[src/rtl/p_mul_pkg.sv]
// Shared types and helpers for the p_mul arbiter: FSM encoding, pack-width bit
// positions and the one-hot pack-width check.
package p_mul_pkg;

  typedef enum logic [1:0] {
    IDLE  = 2'd0,
    ISSUE = 2'd1,
    RESP  = 2'd2
  } state_t;

  localparam int PW_32 = 0;
  localparam int PW_16 = 1;
  localparam int PW_8  = 2;
  localparam int PW_4  = 3;
  localparam int PW_2  = 4;

  function automatic logic pw_onehot(input logic [4:0] pw);
    return (pw != 5'd0) && ((pw & (pw - 5'd1)) == 5'd0);
  endfunction

endpackage

[src/rtl/p_mul_arbiter_if.sv]
// Bundle of the two requester ports (request + response) and the p_mul port.
// slave = arbiter view, master = environment (requesters and p_mul) view.
interface p_mul_arbiter_if;
  logic        rq0_valid, rq0_ready, rq0_mul_l, rq0_mul_h, rq0_clmul;
  logic [4:0]  rq0_pw;
  logic [31:0] rq0_crs1, rq0_crs2;
  logic        rq1_valid, rq1_ready, rq1_mul_l, rq1_mul_h, rq1_clmul;
  logic [4:0]  rq1_pw;
  logic [31:0] rq1_crs1, rq1_crs2;

  logic        rs0_valid, rs0_ready, rs0_err;
  logic [31:0] rs0_result;
  logic        rs1_valid, rs1_ready, rs1_err;
  logic [31:0] rs1_result;

  logic        m_valid, m_ready, m_mul_l, m_mul_h, m_clmul;
  logic [4:0]  m_pw;
  logic [31:0] m_crs1, m_crs2, m_result;

  modport slave (
    input  rq0_valid, rq0_mul_l, rq0_mul_h, rq0_clmul, rq0_pw, rq0_crs1, rq0_crs2,
    input  rq1_valid, rq1_mul_l, rq1_mul_h, rq1_clmul, rq1_pw, rq1_crs1, rq1_crs2,
    output rq0_ready, rq1_ready,
    output rs0_valid, rs0_err, rs0_result, rs1_valid, rs1_err, rs1_result,
    input  rs0_ready, rs1_ready,
    output m_valid, m_mul_l, m_mul_h, m_clmul, m_pw, m_crs1, m_crs2,
    input  m_ready, m_result
  );

  modport master (
    output rq0_valid, rq0_mul_l, rq0_mul_h, rq0_clmul, rq0_pw, rq0_crs1, rq0_crs2,
    output rq1_valid, rq1_mul_l, rq1_mul_h, rq1_clmul, rq1_pw, rq1_crs1, rq1_crs2,
    input  rq0_ready, rq1_ready,
    input  rs0_valid, rs0_err, rs0_result, rs1_valid, rs1_err, rs1_result,
    output rs0_ready, rs1_ready,
    input  m_valid, m_mul_l, m_mul_h, m_clmul, m_pw, m_crs1, m_crs2,
    output m_ready, m_result
  );
endinterface

[src/rtl/p_mul_arbiter_rr_arb2.sv]
// Two-way round-robin grant. The pointer names the tie winner and moves to the
// other requester whenever a grant is issued.
module p_mul_rr_arb2 #(
  parameter bit RR_INIT = 1'b0
) (
  input  logic       clock,
  input  logic       reset,
  input  logic       en,
  input  logic [1:0] req,
  output logic [1:0] grant,
  output logic       gidx
);
  logic ptr;

  always_comb begin
    gidx  = (req == 2'b11) ? ptr : req[1];
    grant = en ? (req & (gidx ? 2'b10 : 2'b01)) : 2'b00;
  end

  always_ff @(posedge clock or posedge reset) begin
    if (reset)       ptr <= RR_INIT;
    else if (|grant) ptr <= ~gidx;
  end
endmodule

[src/rtl/p_mul_arbiter.sv]
// Shares one p_mul between two requesters: accept -> issue -> respond, one
// operation in flight, round-robin on ties, malformed pack widths bypass p_mul.
module p_mul_arbiter
  import p_mul_pkg::*;
#(
  parameter bit RR_INIT = 1'b0
) (
  input  logic             clock,
  input  logic             reset,
  p_mul_arbiter_if.slave   bus
);
  state_t      state_q, state_d;
  logic [1:0]  grant;
  logic        gidx, accept, owner_q;
  logic        sel_mul_l, sel_mul_h, sel_clmul;
  logic [4:0]  sel_pw;
  logic [31:0] sel_crs1, sel_crs2;
  logic        mul_l_q, mul_h_q, clmul_q, err_q;
  logic [4:0]  pw_q;
  logic [31:0] crs1_q, crs2_q, result_q;
  logic        rs_hs;

  p_mul_rr_arb2 #(.RR_INIT(RR_INIT)) u_arb (
    .clock (clock),
    .reset (reset),
    .en    (state_q == IDLE),
    .req   ({bus.rq1_valid, bus.rq0_valid}),
    .grant (grant),
    .gidx  (gidx)
  );

  assign accept        = |grant;
  assign bus.rq0_ready = grant[0];
  assign bus.rq1_ready = grant[1];

  always_comb begin
    sel_mul_l = gidx ? bus.rq1_mul_l : bus.rq0_mul_l;
    sel_mul_h = gidx ? bus.rq1_mul_h : bus.rq0_mul_h;
    sel_clmul = gidx ? bus.rq1_clmul : bus.rq0_clmul;
    sel_pw    = gidx ? bus.rq1_pw    : bus.rq0_pw;
    sel_crs1  = gidx ? bus.rq1_crs1  : bus.rq0_crs1;
    sel_crs2  = gidx ? bus.rq1_crs2  : bus.rq0_crs2;
  end

  assign rs_hs = owner_q ? bus.rs1_ready : bus.rs0_ready;

  always_ff @(posedge clock or posedge reset) begin
    if (reset) state_q <= IDLE;
    else        state_q <= state_d;
  end

  // m_valid decodes straight from the state register so the async reset drops it at once
  always_comb begin
    state_d       = state_q;
    bus.m_valid   = 1'b0;
    bus.rs0_valid = 1'b0;
    bus.rs1_valid = 1'b0;
    case (state_q)
      IDLE:  if (accept) state_d = pw_onehot(sel_pw) ? ISSUE : RESP;
      ISSUE: begin
        bus.m_valid = 1'b1;
        if (bus.m_ready) state_d = RESP;
      end
      RESP: begin
        bus.rs0_valid = ~owner_q;
        bus.rs1_valid = owner_q;
        if (rs_hs) state_d = IDLE;
      end
      default: state_d = IDLE;
    endcase
  end

  always_ff @(posedge clock or posedge reset) begin
    if (reset) begin
      owner_q  <= 1'b0;
      mul_l_q  <= 1'b0;
      mul_h_q  <= 1'b0;
      clmul_q  <= 1'b0;
      pw_q     <= '0;
      crs1_q   <= '0;
      crs2_q   <= '0;
      result_q <= '0;
      err_q    <= 1'b0;
    end else if (accept) begin
      owner_q <= gidx;
      mul_l_q <= sel_mul_l;
      mul_h_q <= sel_mul_h;
      clmul_q <= sel_clmul;
      pw_q    <= sel_pw;
      crs1_q  <= sel_crs1;
      crs2_q  <= sel_crs2;
      if (!pw_onehot(sel_pw)) begin
        result_q <= '0;
        err_q    <= 1'b1;
      end
    end else if (state_q == ISSUE && bus.m_ready) begin
      result_q <= bus.m_result;
      err_q    <= 1'b0;
    end
  end

  assign bus.m_mul_l    = mul_l_q;
  assign bus.m_mul_h    = mul_h_q;
  assign bus.m_clmul    = clmul_q;
  assign bus.m_pw       = pw_q;
  assign bus.m_crs1     = crs1_q;
  assign bus.m_crs2     = crs2_q;
  assign bus.rs0_result = result_q;
  assign bus.rs1_result = result_q;
  assign bus.rs0_err    = err_q & bus.rs0_valid;
  assign bus.rs1_err    = err_q & bus.rs1_valid;
endmodule

[src/flat_wrapper.sv]
// flat-port wrapper written by rule: the top's interface ports become plain ports
module p_mul_arbiter_flat import p_mul_pkg::*;
#(
  parameter bit RR_INIT = 1'b0
)
  (clock, reset, bus_rq0_valid, bus_rq0_mul_l, bus_rq0_mul_h, bus_rq0_clmul, bus_rq0_pw, bus_rq0_crs1, bus_rq0_crs2, bus_rq1_valid, bus_rq1_mul_l, bus_rq1_mul_h, bus_rq1_clmul, bus_rq1_pw, bus_rq1_crs1, bus_rq1_crs2, bus_rq0_ready, bus_rq1_ready, bus_rs0_valid, bus_rs0_err, bus_rs0_result, bus_rs1_valid, bus_rs1_err, bus_rs1_result, bus_rs0_ready, bus_rs1_ready, bus_m_valid, bus_m_mul_l, bus_m_mul_h, bus_m_clmul, bus_m_pw, bus_m_crs1, bus_m_crs2, bus_m_ready, bus_m_result);
  p_mul_arbiter_if bus_i ();
  input  logic clock;
  input  logic reset;
  input wire logic [$bits(bus_i.rq0_valid)-1:0] bus_rq0_valid;
  input wire logic [$bits(bus_i.rq0_mul_l)-1:0] bus_rq0_mul_l;
  input wire logic [$bits(bus_i.rq0_mul_h)-1:0] bus_rq0_mul_h;
  input wire logic [$bits(bus_i.rq0_clmul)-1:0] bus_rq0_clmul;
  input wire logic [$bits(bus_i.rq0_pw)-1:0] bus_rq0_pw;
  input wire logic [$bits(bus_i.rq0_crs1)-1:0] bus_rq0_crs1;
  input wire logic [$bits(bus_i.rq0_crs2)-1:0] bus_rq0_crs2;
  input wire logic [$bits(bus_i.rq1_valid)-1:0] bus_rq1_valid;
  input wire logic [$bits(bus_i.rq1_mul_l)-1:0] bus_rq1_mul_l;
  input wire logic [$bits(bus_i.rq1_mul_h)-1:0] bus_rq1_mul_h;
  input wire logic [$bits(bus_i.rq1_clmul)-1:0] bus_rq1_clmul;
  input wire logic [$bits(bus_i.rq1_pw)-1:0] bus_rq1_pw;
  input wire logic [$bits(bus_i.rq1_crs1)-1:0] bus_rq1_crs1;
  input wire logic [$bits(bus_i.rq1_crs2)-1:0] bus_rq1_crs2;
  output wire logic [$bits(bus_i.rq0_ready)-1:0] bus_rq0_ready;
  output wire logic [$bits(bus_i.rq1_ready)-1:0] bus_rq1_ready;
  output wire logic [$bits(bus_i.rs0_valid)-1:0] bus_rs0_valid;
  output wire logic [$bits(bus_i.rs0_err)-1:0] bus_rs0_err;
  output wire logic [$bits(bus_i.rs0_result)-1:0] bus_rs0_result;
  output wire logic [$bits(bus_i.rs1_valid)-1:0] bus_rs1_valid;
  output wire logic [$bits(bus_i.rs1_err)-1:0] bus_rs1_err;
  output wire logic [$bits(bus_i.rs1_result)-1:0] bus_rs1_result;
  input wire logic [$bits(bus_i.rs0_ready)-1:0] bus_rs0_ready;
  input wire logic [$bits(bus_i.rs1_ready)-1:0] bus_rs1_ready;
  output wire logic [$bits(bus_i.m_valid)-1:0] bus_m_valid;
  output wire logic [$bits(bus_i.m_mul_l)-1:0] bus_m_mul_l;
  output wire logic [$bits(bus_i.m_mul_h)-1:0] bus_m_mul_h;
  output wire logic [$bits(bus_i.m_clmul)-1:0] bus_m_clmul;
  output wire logic [$bits(bus_i.m_pw)-1:0] bus_m_pw;
  output wire logic [$bits(bus_i.m_crs1)-1:0] bus_m_crs1;
  output wire logic [$bits(bus_i.m_crs2)-1:0] bus_m_crs2;
  input wire logic [$bits(bus_i.m_ready)-1:0] bus_m_ready;
  input wire logic [$bits(bus_i.m_result)-1:0] bus_m_result;
  assign bus_i.rq0_valid = bus_rq0_valid;
  assign bus_i.rq0_mul_l = bus_rq0_mul_l;
  assign bus_i.rq0_mul_h = bus_rq0_mul_h;
  assign bus_i.rq0_clmul = bus_rq0_clmul;
  assign bus_i.rq0_pw = bus_rq0_pw;
  assign bus_i.rq0_crs1 = bus_rq0_crs1;
  assign bus_i.rq0_crs2 = bus_rq0_crs2;
  assign bus_i.rq1_valid = bus_rq1_valid;
  assign bus_i.rq1_mul_l = bus_rq1_mul_l;
  assign bus_i.rq1_mul_h = bus_rq1_mul_h;
  assign bus_i.rq1_clmul = bus_rq1_clmul;
  assign bus_i.rq1_pw = bus_rq1_pw;
  assign bus_i.rq1_crs1 = bus_rq1_crs1;
  assign bus_i.rq1_crs2 = bus_rq1_crs2;
  assign bus_rq0_ready = bus_i.rq0_ready;
  assign bus_rq1_ready = bus_i.rq1_ready;
  assign bus_rs0_valid = bus_i.rs0_valid;
  assign bus_rs0_err = bus_i.rs0_err;
  assign bus_rs0_result = bus_i.rs0_result;
  assign bus_rs1_valid = bus_i.rs1_valid;
  assign bus_rs1_err = bus_i.rs1_err;
  assign bus_rs1_result = bus_i.rs1_result;
  assign bus_i.rs0_ready = bus_rs0_ready;
  assign bus_i.rs1_ready = bus_rs1_ready;
  assign bus_m_valid = bus_i.m_valid;
  assign bus_m_mul_l = bus_i.m_mul_l;
  assign bus_m_mul_h = bus_i.m_mul_h;
  assign bus_m_clmul = bus_i.m_clmul;
  assign bus_m_pw = bus_i.m_pw;
  assign bus_m_crs1 = bus_i.m_crs1;
  assign bus_m_crs2 = bus_i.m_crs2;
  assign bus_i.m_ready = bus_m_ready;
  assign bus_i.m_result = bus_m_result;
  p_mul_arbiter #(.RR_INIT(RR_INIT)) u_core (.clock(clock), .reset(reset), .bus(bus_i));
endmodule
[config.mk]
export PLATFORM = sky130hd
export DESIGN_NAME = p_mul_arbiter_flat
export DESIGN_NICKNAME = d
export VERILOG_FILES = /design/src/rtl/p_mul_pkg.sv /design/src/rtl/p_mul_arbiter_if.sv /design/src/rtl/p_mul_arbiter_rr_arb2.sv /design/src/rtl/p_mul_arbiter.sv /design/src/flat_wrapper.sv
export SDC_FILE = /design/constraint.sdc
export NUM_CORES = 1
export LEC_CHECK = 0
export ABC_AREA = 1
export CORE_MARGIN = 3
export CORE_UTILIZATION = 25
export DETAILED_ROUTE_END_ITERATION = 10
export GPL_TIMING_DRIVEN = 0
export HOLD_SLACK_MARGIN = 0.02
export PLACE_DENSITY_LB_ADDON = 0.15
export SETUP_SLACK_MARGIN = 0.05
export SYNTH_ARGS = -nofsm -noshare
export SYNTH_HDL_FRONTEND = slang
export SYNTH_SLANG_ARGS = --single-unit
[constraint.sdc]
create_clock -name clock -period 3.75 [get_ports clock]
set_input_delay 0.375 -clock clock [delete_from_list [all_inputs] [get_ports clock]]
set_output_delay 0.375 -clock clock [all_outputs]
set_load 0.01 [all_outputs]
# Word level (Yosys, flattened, before mapping)
# Index checks and enable logic that the tools add are counted.
[totals] input_bits=183 reg_bits=109
[classes] n_reduce_logical=9 addsub=1 n_bitwise=6 muxes=24 eq_ne=7
[ops] op="32-bit two-way mux" count=5
[ops] op="2-bit two-way mux" count=6
[ops] op="1-bit two-way mux" count=11
[ops] op="2-bit case mux with 3 select lines" count=1
[ops] op="5-bit AND" count=1
[ops] op="5-bit logical NOT" count=1
[ops] op="5-bit two-way mux" count=1
[ops] op="5-bit nonzero test" count=1
[ops] op="5-bit by 1-bit subtractor with 5-bit output (second input constant)" count=1
[ops] op="2-bit == test (second input constant)" count=2
[ops] op="2-bit by 1-bit inequality test with 1-bit output (second input constant)" count=2
[ops] op="2-bit inequality test (second input constant)" count=2
[ops] op="3-bit AND reduction" count=1
[ops] op="1-bit AND" count=2
[ops] op="2-bit AND" count=1
[ops] op="2-bit by 1-bit == test with 1-bit output (second input constant)" count=1
[ops] op="1-bit logical AND" count=2
[ops] op="2-bit logical NOT" count=1
[ops] op="1-bit NOT" count=2
[ops] op="2-bit AND reduction" count=1
[ops] op="2-bit nonzero test" count=1
[ops] op="2-bit OR reduction" count=1

# Logic depth before layout (Yosys ltp)
[logic_depth] depth_word=10 mapped_depth=13

# Cells and area by module
# A second synthesis with hierarchy kept.
[hier_totals] cells_unflattened=634 hier_area_um2=5291.3
[modules_own_cells] mod="p_mul_arbiter" instances=1 cells_per_inst=619 area_per_inst_um2=5205.0
[modules_own_cells] mod="p_mul_rr_arb2" instances=1 cells_per_inst=15 area_per_inst_um2=86.3

# Worst setup path after synthesis
# OpenSTA, ideal clock, no wires.
[synth_timing] kind="register to output" from="reg u_core.u_arb.ptr" to="out bus_rq0_ready" path_buffers=2 arrival_ns=1.161 t_required_ns=3.375 path_stages_with_launch=8 slack_ns=2.214 cell_sequence="dfrtp_1 > inv_2 > nand2_2 > nand2_2 > buf_6 > nand3_1 > inv_2 > buf_2"
[synth_between] elab_chain_cells=4
[synth_lines] item="start: declaration" line="p_mul_arbiter_rr_arb2.sv:13" source="logic ptr;"
[synth_lines] item="start signal: assignment" line="p_mul_arbiter_rr_arb2.sv:22" source="else if (|grant) ptr <= ~gidx;"
[synth_lines] item="1-bit two-way mux" line="p_mul_arbiter_rr_arb2.sv:16" source="gidx = (req == 2'b11) ? ptr : req[1];"
[synth_lines] item="2-bit two-way mux" line="p_mul_arbiter_rr_arb2.sv:17" source="grant = en ? (req & (gidx ? 2'b10 : 2'b01)) : 2'b00;"
[synth_lines] item="2-bit AND" line="p_mul_arbiter_rr_arb2.sv:17"
[synth_lines] item="2-bit two-way mux" line="p_mul_arbiter_rr_arb2.sv:17"
[synth_lines] item="end: declaration" line="flat_wrapper.sv:24" source="output wire logic [$bits(bus_i.rq0_ready)-1:0] bus_rq0_ready;"
# Every way passes these cells.

# Worst setup path after layout
[layout_timing] from="in bus_rq0_valid" to="out bus_rq0_ready"
[layout_between] elab_chain_cells=5
[layout_lines] item="start: declaration" line="flat_wrapper.sv:10" source="input wire logic [$bits(bus_i.rq0_valid)-1:0] bus_rq0_valid;"
[layout_lines] item="2-bit == test" line="p_mul_arbiter_rr_arb2.sv:16"
[layout_lines] item="1-bit two-way mux" line="p_mul_arbiter_rr_arb2.sv:16"
[layout_lines] item="2-bit two-way mux" line="p_mul_arbiter_rr_arb2.sv:17"
[layout_lines] item="2-bit AND *" line="p_mul_arbiter_rr_arb2.sv:17"
[layout_lines] item="2-bit two-way mux *" line="p_mul_arbiter_rr_arb2.sv:17"
# Every way passes the cells marked *; elsewhere a longest branch is shown, timed or not.

==> summary.md <==
| Metric | Value |
|---|---|
| Via/cell ratio | `4.29` |
| Synth Flop Type | `dfrtp_1` |
| First-pass GRT wire length | `27800 um` |
| Nature of the critical path startpoint | `input port` |
| Diodes inserted | `0` |
| Synth async-reset ratio | `100%` |
| CTS tree | `done` |
| Initial antenna violation count | `0` |
| Mux cell area share after synthesis | `0%` |
| Via count | `5011` |
| Gate count after technology mapping | `561` |
| R2r worst-path depth | `6` |
| R2R setup slack | `1.75 ns` |
| Hold Vio Cnt, Final | `0` |
| Clk network pwr share | `15.4%` |
| Reg clk slew, reported paths | `0.07 ns` |
| Synth Area in Adders | `0%` |
| Seq cells post-synth | `109` |
| # clock sinks | `109` |
| Die Width | `149 um` |
| Sw Share | `36.6%` |
| Routed WL | `18500 um` |
| Reg2reg end | `u_core.bus.m_crs2[5]` |
| Worst-Skew Late Latency | `0.35 ns` |
| Nets | `1081` |
| Internal power | `4050 uW` |
| Area after DPL | `8760 sq um` |
| Clock Skew | `0.0116 ns` |
| Post-Synth Simple-Gate Area | `25.8%` |
| Routability cong. | `0.787` |
| Period minus WS final | `2.91 ns` |
| FP Rows | `51` |
| Mean Syn Cell Area | `9.17 sq um` |
| Total Routing Usage GR | `16.1%` |
| Mapped Area | `5150 sq um` |
| Pwr/cell area | `705 nW/um^2` |
| Worst-path fanout max | `10` |
| Post-DP HPWL | `14500 um` |
| Most frequent cells in the layout | `325 x clkdlybuf4s50_1, 198 x nand2_1, 109 x dfrtp_1` |
| H-tree depth | `3` |
| Busiest layer in global routing | `met2` |
| Iteration-0 DRC Markers | `220` |
| Min-delay worst type | `input port to asynchronous set/reset pin` |
| Layout cells sized above 1 | `12.4%` |
| MaxCap Viol Count | `0` |
| Max Fclk | `344 MHz` |
| Sequential power share | `31.3%` |
| Kind of critical path | `input port to output pin` |
| Vias in the first global route | `4927` |
| Port bufs | `325` |
| Number of setup buffers added after CTS | `0` |
| RSZ-0062 raised after global routing | `no` |
| GRT overflow | `0` |
| Worst Max-Slew Pin Slew | `0.646 ns` |
| I/O Pins | `326` |
| Die height | `149 um` |
| TritonRoute pass-1 iters | `4` |
| Slew Limit Fails | `0` |
| Routed WL per cell | `15.8 um` |
| Crit end category | `output pin` |
| Routing usage on met1 | `19.2%` |
| Area delta synth->final | `76.2%` |
| Final ANT Viol Nets | `0` |
| EDFF count, synth | `0` |
| Final instance area | `9070 sq um` |
| Pin count of the biggest net entering global routing | `56` |
| Final cycle utilization of the critical path | `77.6%` |
| Ys Warns | `0` |
| Commonest non-fill, non-tap cell in the layout | `clkdlybuf4s50_1` |
| Post-route DRC | `0` |
| Crit path DAT | `2.53 ns` |
| Setup violators final | `0` |
| CTS Hold Bufs | `0` |
| Starting density of the core | `25.9%` |
| Largest family of logic cells by synthesized area | `simple AND/OR/NAND/NOR gates` |
| M3 GR Usage | `5.91%` |
| Crit Reg-Reg Startpoint | `u_core.state_q[1]` |
| Sequential element share of the synthesized area | `53.0%` |
| Max clock buf depth | `2` |
| M2 GR Usage | `27.2%` |
| Slew Limit Headroom | `56.9%` |
| Sw power | `2340 uW` |
| VDD IR max | `0.281 mV` |
| Root Buffer | `clkbuf_16` |
| Status | `finished clean` |
| Net Count, Synth | `744` |
| Comb power frac | `53.3%` |
| Die area | `22300 sq um` |
| Xor/xnor share of the synthesized area | `0%` |
| Post-CTS resize count | `0` |
| WHS | `0.456 ns` |
| Num CTS Buffers | `9` |
| Unique masters post-synth | `27` |
| Synth Area in Compound Gates | `10.9%` |
| Worst EP required | `3.38 ns` |
| Leak | `0.00410 uW` |
| Core footprint | `19800 sq um` |
-- routing by layer --
layer	wire, um	vias to the layer above
met4	393	0
li1	-	2500
met3	1860	23
met5	0	-
met2	8900	219
met1	7340	2269
-- area by class of cell --
class / instances / area (sq um)
clock buffer: 11 / 243
inverter: 16 / 65.1
tap: 265 / 332
multi-input combinational: 370 / 1890
clock inverter: 5 / 60.1
fill: 1968 / 10800
buffer: 66 / 465
sequential: 109 / 2730
timing repair buffer: 326 / 3280
-- worst max path at each step --
stage,end,start,depth (start not counted)
6_report,bus_rq0_ready,bus_rq0_valid,8
5_1_grt,bus_rq0_ready,bus_rq0_valid,8
4_1_cts,bus_rq0_ready,bus_rq0_valid,8
3_5_place_dp,bus_rq0_ready,bus_rq0_valid,8
3_3_place_gp,u_core.bus.m_crs1[30],reset,2
2_1_floorplan,u_core.bus.m_clmul,reset,1
-- per-stage QoR --
stage                     setup TNS [ns]  utilization [%]  power, uW  setup WS [ns]  cells
after floorplan                        0                -       3580          0.501    561
after CTS                              0             45.7       6520          0.780   1168
after global routing                   0             45.7       6870          0.680   1168
after detailed placement               0             44.2       5500          0.785   1152
after global placement           -159.99             44.0       5480          -1.48   1151
final                                  0             45.7       6390          0.842   1168
-- flip-flops by register name, summed over array words and instances (netlist names) --
signal / count
u_core.bus.m_crs1: 32
u_core.bus.m_clmul: 1
u_core.bus.m_crs2: 32
u_core.owner_q: 1
u_core.u_arb.ptr: 1
u_core.err_q: 1
u_core.state_q: 2
u_core.bus.m_mul_l: 1
u_core.bus.m_mul_h: 1
u_core.bus.rs0_result: 32
u_core.bus.m_pw: 5
-- cell usage after synthesis (3+ instances only) --
master / n / area (sq um)
nand2_1: 198 / 743
dfrtp_1: 109 / 2730
a22oi_1: 52 / 390
buf_4: 36 / 270
nand3_1: 31 / 155
nor2_1: 26 / 97.6
nand3_2: 24 / 240
a31oi_1: 19 / 119
buf_2: 13 / 65.1
inv_1: 13 / 48.8
clkbuf_1: 10 / 37.5
nand2_2: 6 / 37.5
buf_6: 3 / 33.8
inv_2: 3 / 11.3
nor2_2: 3 / 18.8
o21ai_0: 3 / 15.0
-- worst max-delay path, cell delays in order --
cell and delay, ns:
clkdlybuf4s50_1 0.50, nand2_2 0.08, nand2_2 0.11, buf_6 0.18, nand3_1 0.17, inv_2 0.23
buf_2 0.29, clkdlybuf4s50_1 0.58
-- cell families after synthesis --
family | after synthesis
simple gates | 291
flops | 109
buf+inv | 82
compound gates | 79
-- power by group through the flow --
stage	logic (uW)	clock network (uW)	registers [uW]
after global routing	3720	1070	2080
after global placement	3470	0	2010
after floorplan	1350	0	2230
after CTS	3480	1020	2010
after detailed placement	3470	0	2020
final	3410	984	2000
No activity file was read; power rests on OpenSTA's default activity.
